`src/rtl/fp_pkg.sv`:
```
// Shared types and constants for the single-precision add controller and its bypass detector.
// No logic; only the field layout, canonical quiet NaN and controller state encoding.
// No handshakes are defined here.
package fp_pkg;

  localparam int EXP_W = 8;
  localparam int MAN_W = 23;
  localparam logic [EXP_W-1:0] EXP_MAX = 8'hFF;
  localparam logic [31:0] FP_QNAN = 32'h7FC00000;

  typedef enum logic [1:0] {
    IDLE  = 2'd0,
    ISSUE = 2'd1,
    WAIT  = 2'd2,
    HOLD  = 2'd3
  } ctrl_state_e;

endpackage

```
`src/rtl/fp_special_detect.sv`:
```
// Classifies an operand pair as NaN/infinite and forms the result that bypasses the adder core.
// Purely combinational, zero latency.
// No handshake; the controller samples the outputs only when it accepts a pair.
module fp_special_detect
  import fp_pkg::*;
(
  input  logic [31:0] x,
  input  logic [31:0] y,
  input  logic        eop,
  output logic        x_nan,
  output logic        y_nan,
  output logic        x_inf,
  output logic        y_inf,
  output logic        is_special,
  output logic [31:0] byp_z,
  output logic        byp_invalid,
  output logic        byp_overflow
);

  logic x_exp_max;
  logic y_exp_max;

  assign x_exp_max  = (x[MAN_W +: EXP_W] == EXP_MAX);
  assign y_exp_max  = (y[MAN_W +: EXP_W] == EXP_MAX);
  assign x_nan      = x_exp_max & (|x[MAN_W-1:0]);
  assign y_nan      = y_exp_max & (|y[MAN_W-1:0]);
  assign x_inf      = x_exp_max & ~(|x[MAN_W-1:0]);
  assign y_inf      = y_exp_max & ~(|y[MAN_W-1:0]);
  assign is_special = x_exp_max | y_exp_max;

  always_comb begin
    byp_z        = FP_QNAN;
    byp_invalid  = 1'b0;
    byp_overflow = 1'b0;
    if (x_nan || y_nan) begin
      byp_invalid = 1'b1;
    end else if (x_inf && y_inf) begin
      if (eop) begin
        byp_invalid = 1'b1;
      end else begin
        byp_z        = x;
        byp_overflow = 1'b1;
      end
    end else if (x_inf) begin
      byp_z        = x;
      byp_overflow = 1'b1;
    end else if (y_inf) begin
      // y sign xor sub equals x sign xor eop, so eop alone carries the operation
      byp_z        = {x[31] ^ eop, y[30:0]};
      byp_overflow = 1'b1;
    end
  end

endmodule

```
`src/rtl/fp_add_ctrl.sv`:
```
// Sequences one operand pair through the fixed-latency FP adder core, bypassing NaN/inf; FP_ADD_CTRL_STICKY_EN enables sticky flags.
// Latency: core path LAT+2 cycles from input handshake to out_valid, special path 1 cycle.
// Single-entry: in_ready low while busy; result held stable until out_ready.
module fp_add_ctrl
  import fp_pkg::*;
#(
  parameter int LAT = 3
) (
  input  logic        clk,
  input  logic        rst_n,
  input  logic        in_valid,
  output logic        in_ready,
  input  logic [31:0] in_x,
  input  logic [31:0] in_y,
  input  logic        in_sub,
  output logic        core_start,
  output logic [31:0] core_x,
  output logic [31:0] core_y,
  output logic        core_eop,
  input  logic [31:0] core_z,
  output logic        out_valid,
  input  logic        out_ready,
  output logic [31:0] out_z,
  output logic        out_invalid,
  output logic        out_overflow,
  input  logic        clr_sticky,
  output logic        sticky_invalid,
  output logic        sticky_overflow
);

  localparam int CNT_W = $clog2(LAT + 1);

  ctrl_state_e      state_q, state_d;
  logic [31:0]      x_q, x_d;
  logic [31:0]      y_q, y_d;
  logic             eop_q, eop_d;
  logic [CNT_W-1:0] cnt_q, cnt_d;
  logic [31:0]      z_q, z_d;
  logic             inv_q, inv_d;
  logic             ovf_q, ovf_d;

  logic        in_eop;
  logic        x_nan, y_nan, x_inf, y_inf;
  logic        is_special;
  logic [31:0] byp_z;
  logic        byp_invalid, byp_overflow;
  logic        unused_class;
  logic        out_hs;

  assign in_eop       = in_x[31] ^ in_y[31] ^ in_sub;
  assign unused_class = x_nan ^ y_nan ^ x_inf ^ y_inf;

  fp_special_detect u_detect (
    .x            (in_x),
    .y            (in_y),
    .eop          (in_eop),
    .x_nan        (x_nan),
    .y_nan        (y_nan),
    .x_inf        (x_inf),
    .y_inf        (y_inf),
    .is_special   (is_special),
    .byp_z        (byp_z),
    .byp_invalid  (byp_invalid),
    .byp_overflow (byp_overflow)
  );

  always_comb begin
    state_d = state_q;
    x_d     = x_q;
    y_d     = y_q;
    eop_d   = eop_q;
    cnt_d   = cnt_q;
    z_d     = z_q;
    inv_d   = inv_q;
    ovf_d   = ovf_q;
    case (state_q)
      IDLE: begin
        if (in_valid) begin
          x_d   = in_x;
          y_d   = in_y;
          eop_d = in_eop;
          if (is_special) begin
            z_d     = byp_z;
            inv_d   = byp_invalid;
            ovf_d   = byp_overflow;
            state_d = HOLD;
          end else begin
            state_d = ISSUE;
          end
        end
      end
      ISSUE: begin
        cnt_d   = CNT_W'(LAT);
        state_d = WAIT;
      end
      WAIT: begin
        cnt_d = cnt_q - 1'b1;
        // counter reaching zero on this decrement marks the cycle core_z is valid
        if (cnt_q == CNT_W'(1)) begin
          z_d     = core_z;
          inv_d   = 1'b0;
          ovf_d   = &core_z[30:23];
          state_d = HOLD;
        end
      end
      HOLD: begin
        if (out_ready) begin
          state_d = IDLE;
        end
      end
      default: state_d = IDLE;
    endcase
  end

  always_ff @(posedge clk) begin
    if (!rst_n) begin
      state_q <= IDLE;
      x_q     <= '0;
      y_q     <= '0;
      eop_q   <= 1'b0;
      cnt_q   <= '0;
      z_q     <= '0;
      inv_q   <= 1'b0;
      ovf_q   <= 1'b0;
    end else begin
      state_q <= state_d;
      x_q     <= x_d;
      y_q     <= y_d;
      eop_q   <= eop_d;
      cnt_q   <= cnt_d;
      z_q     <= z_d;
      inv_q   <= inv_d;
      ovf_q   <= ovf_d;
    end
  end

  assign in_ready     = rst_n & (state_q == IDLE);
  assign core_start   = (state_q == ISSUE);
  assign core_x       = x_q;
  assign core_y       = y_q;
  assign core_eop     = eop_q;
  assign out_valid    = (state_q == HOLD);
  assign out_z        = z_q;
  assign out_invalid  = inv_q;
  assign out_overflow = ovf_q;
  assign out_hs       = out_valid & out_ready;

`ifdef FP_ADD_CTRL_STICKY_EN
  logic sinv_q, sinv_d;
  logic sovf_q, sovf_d;

  // a clear coincident with a handshake still lets the new result's flags through
  always_comb begin
    sinv_d = sinv_q;
    sovf_d = sovf_q;
    if (out_hs) begin
      sinv_d = (clr_sticky ? 1'b0 : sinv_q) | inv_q;
      sovf_d = (clr_sticky ? 1'b0 : sovf_q) | ovf_q;
    end else if (clr_sticky) begin
      sinv_d = 1'b0;
      sovf_d = 1'b0;
    end
  end

  always_ff @(posedge clk) begin
    if (!rst_n) begin
      sinv_q <= 1'b0;
      sovf_q <= 1'b0;
    end else begin
      sinv_q <= sinv_d;
      sovf_q <= sovf_d;
    end
  end

  assign sticky_invalid  = sinv_q;
  assign sticky_overflow = sovf_q;
`else
  logic unused_sticky;
  assign unused_sticky   = clr_sticky ^ out_hs;
  assign sticky_invalid  = 1'b0;
  assign sticky_overflow = 1'b0;
`endif

endmodule

```
`config.mk`:
```
export PLATFORM = sky130hd
export DESIGN_NAME = fp_add_ctrl
export DESIGN_NICKNAME = d
export VERILOG_FILES = /design/src/rtl/fp_pkg.sv /design/src/rtl/fp_special_detect.sv /design/src/rtl/fp_add_ctrl.sv
export SDC_FILE = /design/constraint.sdc
export NUM_CORES = 1
export LEC_CHECK = 0
export CORE_ASPECT_RATIO = 1.5
export CORE_MARGIN = 2
export CORE_UTILIZATION = 41
export CTS_CLUSTER_DIAMETER = 150
export DETAILED_ROUTE_END_ITERATION = 6
export PLACE_DENSITY = 0.87
export SLEW_MARGIN = 15
export SYNTH_ARGS = -nofsm -noshare
export SYNTH_HDL_FRONTEND = slang
export SYNTH_SLANG_ARGS = --single-unit
export TNS_END_PERCENT = 30
```
`constraint.sdc`:
```
create_clock -name clk -period 2.4 [get_ports clk]
set_input_delay 0.6 -clock clk [delete_from_list [all_inputs] [get_ports clk]]
set_output_delay 0.6 -clock clk [all_outputs]
set_load 0.005 [all_outputs]
```
After elaboration in Yosys (flattened, before gate mapping)
Cells that the tools add are included.
- memories kept: 0
- register bits after elaboration: 103
- logic and storage cells: 72
- bits in read-only memories: 0
- input port bits: 102
- memory bits (writable): 0
- bits in latches: 0
- output and inout bits: 104
- mux-type cells: 31
- bitwise gates (word level): 11
- divide/modulo/power cells: 0
- shifts and indexed selects: 0
- add/subtract/negate cells: 1
- eq/ne operators: 10
- reduce and logical (&&, ||, !) cells: 11
- multiply operators: 0
- order comparisons: 0
- operators by type and width (operator ; number):
    2-to-1 mux 32 bit ; 8
    case mux 32 bit (2 select lines) ; 1
    OR reduction 23 bit ; 2
    == test 8 bit (second input constant) ; 2
    2-to-1 mux 1 bit ; 14
    2-to-1 mux 2 bit ; 4
    case mux 2 bit (4 select lines) ; 1
    AND reduction 8 bit ; 1
    inequality test 2 bit (second input constant) ; 3
    AND 1 bit ; 5
    == test 2 x 1 -> 1 bit (second input constant) ; 2
    == test 2 bit (second input constant) ; 2
    case mux 1 bit (2 select lines) ; 2
    case mux 2 bit (2 select lines) ; 1
    AND reduction 4 bit ; 1
    nonzero test 2 bit ; 2
    AND reduction 3 bit ; 1
    bitwise XOR 1 bit ; 3
    zero test 2 bit ; 1
    inequality test 2 x 1 -> 1 bit (second input constant) ; 1
    inverter 1 bit ; 2
    AND reduction 2 bit ; 1
    subtractor 2 x 1 -> 2 bit (second input constant) ; 1
    logical AND 1 bit ; 1
    2 further kinds ; 2

Logic depth before layout (Yosys ltp)
- depth after elaboration: 10
- depth in mapped cells: 9

Cells and area by module
From an unflattened synthesis, not the netlist that was laid out.
- cell total of the unflattened synthesis: 556
- area, all modules: 4757.1 um^2
- by module, submodules not included (module ; cells an instance ; instances ; area an instance (um^2) ; seq. area each (um^2)):
    fp_add_ctrl ; 478 ; 1 ; 4269.1 ; 2062.0
    fp_special_detect ; 78 ; 1 ; 488.0 ; 0.0

Least setup slack after synthesis
Ideal clock, no wire load.
- path kind: input to register
- start point: in in_y[30]
- end point: reg z_q[31], in the netlist out_z[31]
- path slack: 433 ps
- data arrival time: 1836 ps
- path buffers: 2
- data required time: 2269 ps
- stages: 7
- cells stage by stage: nand4_1 > or2_1 > buf_6 > a311o_1 > buf_6 > a2111oi_2 > a211oi_1
- cells in the longest elaborated chain, start to end: 9
- elaborated cells on any way between the ends: 15
- classes of those cells: eq/ne (2); mux (7); bitwise (3); reduce/logical (3)
- ends and longest elaborated chain (item ; line ; RTL):
    start, declared ; fp_add_ctrl.sv:14 ; input logic [31:0] in_y,
    == test 8 bit (*) ; fp_special_detect.sv:24 ; assign y_exp_max = (y[MAN_W +: EXP_W] == EXP_MAX);
    AND 1 bit ; fp_special_detect.sv:28 ; assign y_inf = y_exp_max & ~(|y[MAN_W-1:0]);
    2-to-1 mux 32 bit ; fp_special_detect.sv:47 ; end else if (y_inf) begin
    2-to-1 mux 32 bit ; fp_special_detect.sv:44 ; end else if (x_inf) begin
    2-to-1 mux 32 bit ; fp_special_detect.sv:37 ; end else if (x_inf && y_inf) begin
    2-to-1 mux 32 bit ; fp_special_detect.sv:35 ; if (x_nan || y_nan) begin
    2-to-1 mux 32 bit ; fp_add_ctrl.sv:82 ; if (is_special) begin
    2-to-1 mux 32 bit ; fp_add_ctrl.sv:78 ; if (in_valid) begin
    case mux 32 bit (2 select lines) ; fp_add_ctrl.sv:76 ; case (state_q)
    end signal, assigned ; fp_add_ctrl.sv:131 ; z_q <= z_d;
    end, declared ; fp_add_ctrl.sv:38 ; logic [31:0] z_q, z_d;
Mark *: on every way between the ends. The rest lies on a longest branch, timed or not. The select of a mux whose other input is x is not followed.
A chain may end at the register's enable or synchronous reset.

Worst setup path in the final report
- start point: reg state_q[0]
- end point: out in_ready
- cells in the longest elaborated chain, start to end: 2
- ends and longest elaborated chain (item ; line ; RTL):
    start, declared ; fp_add_ctrl.sv:33 ; ctrl_state_e state_q, state_d;
    start signal, assigned ; fp_add_ctrl.sv:126 ; state_q <= state_d;
    zero test 2 bit ; fp_add_ctrl.sv:137 ; assign in_ready = rst_n & (state_q == IDLE);
    AND 1 bit ; fp_add_ctrl.sv:137 ;
    end, declared ; fp_add_ctrl.sv:12 ; output logic in_ready,
Every way passes these cells.

==> results.txt <==
----------------------------------------------------
[Placed design]
  Number of I/O port buffers ... 202
  Placed wire-length estimate ... 10200 µm
  DP Area ... 6690 µm²
  Global placer's final weighted congestion ... 0.892

[Clocking]
  H-tree depth ... 3
  Maximum root-to-sink buffer count ... 2
  Clock Root Buffer ... sky130_fd_sc_hd__clkbuf_16
  Cts bufs inserted ... 9
  TritonCTS clock tree ... done
  Clock insertion delay at the later pin of the skew report ... 0.34 ns
  Clock sink count ... 103
  Post-CTS clock slew at the launch and capture registers of the worst setup and hold paths ... around 0.07 ns
  Number of buffers inserted for hold repair after clock tree synthesis ... 0

[Setup path]
  Required time at the worst-slack endpoint ... 1.80 ns
  Critical Path Start Type ... flop
  Worst EP arrival ... 1.71 ns
  CP Max Fanout ... 7
  FF-to-FF Start ... state_q[0]
  Type of the setup path with the least slack ... flop to primary output
  Timing startpoint of the critical path ... state_q[0]
  Worst Setup End Kind ... primary output

[Logic synthesis]
  Top FF cell, synth ... sky130_fd_sc_hd__dfxtp_1
  Cell type with the highest aggregate area in the netlist ... sky130_fd_sc_hd__dfxtp_1
  Largest cells by area after synthesis ... sky130_fd_sc_hd__dfxtp_1 47%, sky130_fd_sc_hd__nand2_1 14%, sky130_fd_sc_hd__a21boi_0 11%
  Number of library cell types mapped by synthesis ... 41
  Area share of the largest cell type after synthesis ... 0.474
  Number of standard cells after synthesis ... 520
  Avg Cell Area, Syn ... 8.37 µm²
  Async set or reset register ratio after synthesis ... 0
  Synth Cell Area ... 4350 µm²
  Share of the yosys chip area belonging to registers ... 0.474
  Post-synthesis sequential element count ... 103
  Number of synthesized flops with an enable pin ... 0
  Count of warnings emitted by yosys ... 0

[Min path]
  Startpoint of the worst hold path ... out_z[3]
  Path type of the worst min-delay path ... flop to flop

[Timing]
  RSZ-0062 raised after global routing ... no
  Finish-stage setup viols ... 0
  Worst relative slew slack ... 0.433
  Hold Vio Cnt, Final ... 0
  Final Skew ... 0.00759 ns
  Final cycle utilization of the critical path ... 0.961
  Max frequency ... roughly 430 MHz
  Number of pins with negative max-slew slack in the final report ... 0
  Final critical path time including I/O delays and setup ... 2.31 ns
  Slew @ Worst Pin ... 0.850 ns

[Layout]
  Finished Cell Area ... 7020 µm²
  Area Overhead vs Synth ... 61.4%
  Fraction of layout instances using a drive strength above 1 ... 0.0878
  Final net count ... 844
  Layout fillers ... approximately 860

[Routing]
  Final WL ... 13500 µm
  Via count ... 4524
  Number of routed nets with antenna violations ... 0
  Drt pass-1 iters ... 5
  Number of remaining DRC errors ... 0
  Via-to-Cell Ratio ... 5.11
  Average wire per cell in the routed design ... 15.3 µm
  DRC violation total after the first TritonRoute iteration ... roughly 220

[Die]
  I/O pins ... 206
  Die height ... 130 µm
  Die footprint ... 11500 µm²
  Die width ... just under 90 µm
  Standard cell core area ... between 10000 and 15000 µm²
  Number of cell rows ... 46
  Initial cell density of the core ... 0.415

[Global routing]
  Busiest layer in global routing ... met2
  Largest net degree at the start of global routing ... 106
  Met1 capacity usage during global routing ... 0.255
  Via count of the first global-routing pass ... 4625
  Grt met3 use ... 0.0576
  Number of antenna violations at the first check in global routing ... 1
  Global-route wire length before repair ... 21500 µm
  Global Route met2 Usage ... 0.421
  Overall overflow remaining after global route ... 0
  Global-route usage over all layers ... 0.236

[Power and ir drop]
  Overall power of the completed layout ... ~6.3 mW
  Leakage power ... around 2.6 nW
  Peak supply drop ... 0.000548 V
  P per Cell Area ... 895 nW/µm²

[Run]
  Reported max-cap violation count ... 0

[Outcome]
  Run status ... finished clean

----------------------------------------------------
cell usage in the layout (no fill, tap or decap), types with 2 or more instances in the layout:
cell type / netlist / layout
sky130_fd_sc_hd__clkdlybuf4s50_1: 0 / 201
sky130_fd_sc_hd__nand2_1: 165 / 164
sky130_fd_sc_hd__dfxtp_1: 103 / 103
sky130_fd_sc_hd__a21boi_0: 65 / 65
sky130_fd_sc_hd__buf_4: 2 / 37
sky130_fd_sc_hd__a21boi_1: 29 / 29
sky130_fd_sc_hd__nand3_1: 23 / 23
sky130_fd_sc_hd__o21ai_0: 16 / 16
sky130_fd_sc_hd__nor4_1: 11 / 11
sky130_fd_sc_hd__nor2_1: 9 / 9
sky130_fd_sc_hd__clkbuf_16: 0 / 9
sky130_fd_sc_hd__inv_1: 8 / 8
sky130_fd_sc_hd__nand4_1: 7 / 7
sky130_fd_sc_hd__ha_1: 7 / 6
sky130_fd_sc_hd__and2_1: 4 / 3
sky130_fd_sc_hd__a31oi_1: 3 / 3
sky130_fd_sc_hd__nor3_1: 4 / 3
sky130_fd_sc_hd__buf_12: 0 / 3
sky130_fd_sc_hd__xnor2_1: 2 / 2
sky130_fd_sc_hd__and4_1: 2 / 2
sky130_fd_sc_hd__o22ai_1: 2 / 2
sky130_fd_sc_hd__a21oi_1: 2 / 2
sky130_fd_sc_hd__a211oi_1: 2 / 2
sky130_fd_sc_hd__conb_1: 1 / 2
sky130_fd_sc_hd__clkinv_4: 0 / 2
power breakdown:
part           internal [mW]  leakage (nW)  switching (mW)
logic                   1.30          1.57            1.25
clock network          0.843         0.149           0.653
registers               2.06         0.842           0.184
total                   4.20          2.56            2.09
cell usage after synthesis (6+ instances only):
library cell               number
sky130_fd_sc_hd__nand3_1       23
sky130_fd_sc_hd__buf_2          6
sky130_fd_sc_hd__nand4_1        7
sky130_fd_sc_hd__inv_1          8
sky130_fd_sc_hd__a21boi_1      29
sky130_fd_sc_hd__clkbuf_1      21
sky130_fd_sc_hd__a21boi_0      65
sky130_fd_sc_hd__nand2_1      165
sky130_fd_sc_hd__dfxtp_1      103
sky130_fd_sc_hd__o21ai_0       16
sky130_fd_sc_hd__nor4_1        11
sky130_fd_sc_hd__nor2_1         9
sky130_fd_sc_hd__ha_1           7
final timing paths:
kind	end	slack [ns]	cells after the start
worst max-delay path	in_ready	0.09	4
worst min-delay path	out_z[3]	0.45	2
worst max register to register	out_z[6]	0.30	9
worst min register to register	out_z[3]	0.45	2
repair_timing:
action,in CTS,in global routing
setup buffers,0,0
setup endpoints to repair,1,5
pin swaps,0,1
endpoints found under the hold margin,0,0
gates resized for setup,1,3
routing by layer:
layer,part of all wire,routed length (µm),vias up
met2,0.52,7110,178
li1,-,-,2196
met3,0.062,836,44
met5,0,0,-
met4,0.041,553,0
met1,0.37,5040,2106
layout make-up:
type | instances | area [µm²] | area share
Antenna cell | 1 | 2.50 | 0.000356
Timing Repair Buffer | 242 | 2350 | 0.335
Multi-Input combinational cell | 371 | 2090 | 0.297
Inverter | 8 | 30.0 | 0.00428
Sequential cell | 103 | 2060 | 0.294
Tap cell | 144 | 180 | 0.0257
Clock inverter | 6 | 68.8 | 0.00980
Clock buffer | 10 | 239 | 0.0340
worst max-delay path: stages (launching register included):
cell                              delay, ns
sky130_fd_sc_hd__dfxtp_1               0.35
sky130_fd_sc_hd__inv_1                 0.16
sky130_fd_sc_hd__ha_4                  0.21
sky130_fd_sc_hd__and2_1                0.13
sky130_fd_sc_hd__clkdlybuf4s50_1       0.52
registers in the layout, summed over array words and instances, names as in the netlist:
| signal | cells |
|---|---|
| core_x | 32 |
| core_y | 32 |
| core_eop | 1 |
| cnt_q | 2 |
| state_q | 2 |
| out_z | 32 |
| out_overflow | 1 |
| out_invalid | 1 |
cells by family after synthesis:
group / count (synthesis) / synth area share
adders and majority gates: 7 / 0.0201
DFF: 103 / 0.474
muxes: 1 / 0.00230
buffers and inverters: 47 / 0.0526
other: 1 / 0.000862
xor gates and xnor gates: 2 / 0.00403
AOI/OAI and AO/OA: 130 / 0.222
and+or+nand+nor: 229 / 0.224
stage by stage:
stage                     cells  hold WS [ns]  setup WS, ns  setup TNS [ns]  utilization
after floorplan             521         0.446         0.433               0            -
after global placement      868         0.436        -0.231           -5.13        0.639
after detailed placement    868         0.445        -0.239           -6.33        0.639
after CTS                   884         0.455        0.0367               0        0.669
after global routing        884         0.471        0.0163               0        0.670
final                       885         0.452        0.0938               0        0.670
Note: power is estimated with default switching activity, not from simulation.
==> variant (same settings) <==
Take the reset off `z_q` and load it in a clocked block of its own.
--- a/src/rtl/fp_add_ctrl.sv
+++ b/src/rtl/fp_add_ctrl.sv
@@ -119,7 +119,6 @@
       y_q     <= '0;
       eop_q   <= 1'b0;
       cnt_q   <= '0;
-      z_q     <= '0;
       inv_q   <= 1'b0;
       ovf_q   <= 1'b0;
     end else begin
@@ -128,10 +127,13 @@
       y_q     <= y_d;
       eop_q   <= eop_d;
       cnt_q   <= cnt_d;
-      z_q     <= z_d;
       inv_q   <= inv_d;
       ovf_q   <= ovf_d;
     end
+  end
+
+  always_ff @(posedge clk) begin
+    z_q <= z_d;
   end
 
   assign in_ready     = rst_n & (state_q == IDLE);
Function: changed (a bounded check fails within 4 cycles, from zero or initial values and one cycle with rst_n low).
==> variant against the original RTL <==
  * Synthesized area is 5.6% lower
  * Cell area is 4.7% lower
  * Worst setup slack worse by 0.0041 ns
  * Sequential cell count stayed put
  * Die area is 5.4% lower
  * First-iteration DRC count is 25% lower
  * Fmax is 0.18% lower
  * Register-to-register slack better by 0.04 ns
  * Wire length is 9.7% lower
  * Clock skew hardly changed
  * Clock power is 12% lower
  * Total power is 14% lower
  * Critical path type is now primary input to primary output
  * Core utilization is 2.0 points higher
==> variant: results (changes against the original RTL) <==
Status: finished, final reports clean (unchanged)
WL met1: 4418 um (was 5042 um)
Synth top area cells: dfxtp_1 (35%), edfxtp_1 (23%), nand2_1 (12%) (was dfxtp_1 (47%), nand2_1 (14%), a21boi_0 (11%))
CP Data Arrival Time: 1.71 ns (about the same)
Port Buffers: 202 (unchanged)
Met2 Use GR: 39.98% (was 42.11%)
Avg WL per Cell: 15.69 um (was 15.30 um)
Setup WS pre-CTS: -0.3714 ns (was -0.2387 ns)
Met1 usage: 23.24% (was 25.49%)
Post-Place Cells: 763 (was 868)
Final HPWL DP: 9234 um (was 10240 um)
Vias per cell: 5.068 (was 5.112)
Num CTS Buffers: 9 (unchanged)
Drt first-iter violations: 168 (was 224)
Vias: 3948 (was 4524)
Crit-path max FO: 2 (was 7)
Worst-path clk slew: 0.07 ns (about the same)
Maximum VDD drop: 0.5910 mV (was 0.5480 mV)
Post-CTS Setup Bufs: 0 (unchanged)
Met2 WL: 6516 um (was 7106 um)
XOR/XNOR Fraction of Synth Area: 0.5486% (was 0.4026%)
Area after DPL: 6399 sq um (was 6694 sq um)
Number of synthesized flops with an enable pin: 32 (was 0)
Register area share after synthesis: 58.03% (was 47.40%)
Clock skew: 0.007264 ns (was 0.007587 ns)
GRT Util Overall: 22.20% (was 23.61%)
First-pass GRT wire length: 18940 um (was 21460 um)
Final hold slack: 0.4544 ns (was 0.4517 ns)
Worst Tran Pin Value: 0.5801 ns (was 0.8503 ns)
Sequential cell area: 2382 sq um (was 2062 sq um)
Adder-cell share of the synthesized area: 2.133% (was 2.013%)
Compound-Gate Fraction of Synth Area: 11.52% (was 22.17%)
Vias in the first global route: 4013 (was 4625)
Syn. warnings: 0 (unchanged)
Final Net Count: 768 (was 844)
Fillers: 758 (was 861)
Worst setup margin: 0.08973 ns (was 0.09385 ns)
Pleak: 2.434 nW (was 2.560 nW)
Met3 routed WL: 942 um (was 836 um)
Share of layout cells above drive strength 1: 7.530% (was 8.784%)
Synth cell count leaders: nand2_1 (135), dfxtp_1 (71), a21oi_1 (66), edfxtp_1 (32), and2_1 (24) (was nand2_1 (165), dfxtp_1 (103), a21boi_0 (65), a21boi_1 (29), nand3_1 (23))
Post-synthesis mux area share: 0.2438% (was 0.2301%)
Number of antenna violations at the first check in global routing: 0 (was 1)
Top routing layer in use: met4 (unchanged)
CP Launch Type: primary input (was register)
ANT cells: 0 (was 1)
First-pass iteration count of the detailed router: 4 (was 5)
Reg2Reg Setup Slack: 0.34 ns (was 0.30 ns)
GR Layer Usage met3: 7.547% (was 5.756%)
Syn_area_per_cell: 9.184 sq um (was 8.366 sq um)
Largest net degree at the start of global routing: 65 (was 106)
Global placement routability congestion: 0.7958 (was 0.8920)
## variant: changes by cell type after synthesis, sizes merged, moves of 20 or more
cell    unedited run  this run
a21boi            94         0
a21oi              2        66
dfxtp            103        71
edfxtp             0        32
nand2            165       135
nand3             23         1
and2               4        24
## variant: worst min-delay path, delay by kind of cell (launching register included)
kind | cells | cell delay [ns]
simple gates | 1 | 0.05
compound gates | 1 | 0.05
flops | 1 | 0.31
## variant: final timing paths
check | from | end | depth (start not counted)
setup / recovery | rst_n | in_ready | 3
hold / removal | core_x[2]$_SDFFE_PN0P_ | core_x[2]$_SDFFE_PN0P_ | 2
setup reg to reg | state_q[0]$_SDFFE_PN0P_ | state_q[0]$_SDFFE_PN0P_ | 6
hold reg to reg | core_x[2]$_SDFFE_PN0P_ | core_x[2]$_SDFFE_PN0P_ | 2
## variant: final cells by class
cell class | instances | area share, %
Tap cell | 115 | 2.151
Sequential cell | 103 | 35.61
Inverter | 8 | 0.4488
Clock inverter | 6 | 0.5424
Clock buffer | 10 | 3.422
Timing Repair Buffer | 228 | 33.68
Multi-Input combinational cell | 309 | 24.14
## variant: report_power, final
part / switching, mW / internal [mW]
logic: 0.893 / 0.964
clock network: 0.623 / 0.700
registers: 0.133 / 2.08
total: 1.65 / 3.75
## variant: cell families (layout without fill, tap and decap cells)
logic type / Yosys count / count (layout)
muxes: 1 / 1
adders and majority gates: 7 / 7
DFF: 103 / 103
and+or+nand+nor: 214 / 214
other: 1 / 2
xor gates and xnor gates: 1 / 1
AOI/OAI and AO/OA: 84 / 84
buffers and inverters: 36 / 252
## variant: what timing repair did
item	4_1_cts	5_1_grt
pin swaps	2	4
gates resized for setup	1	4
endpoints found under the setup margin	1	3
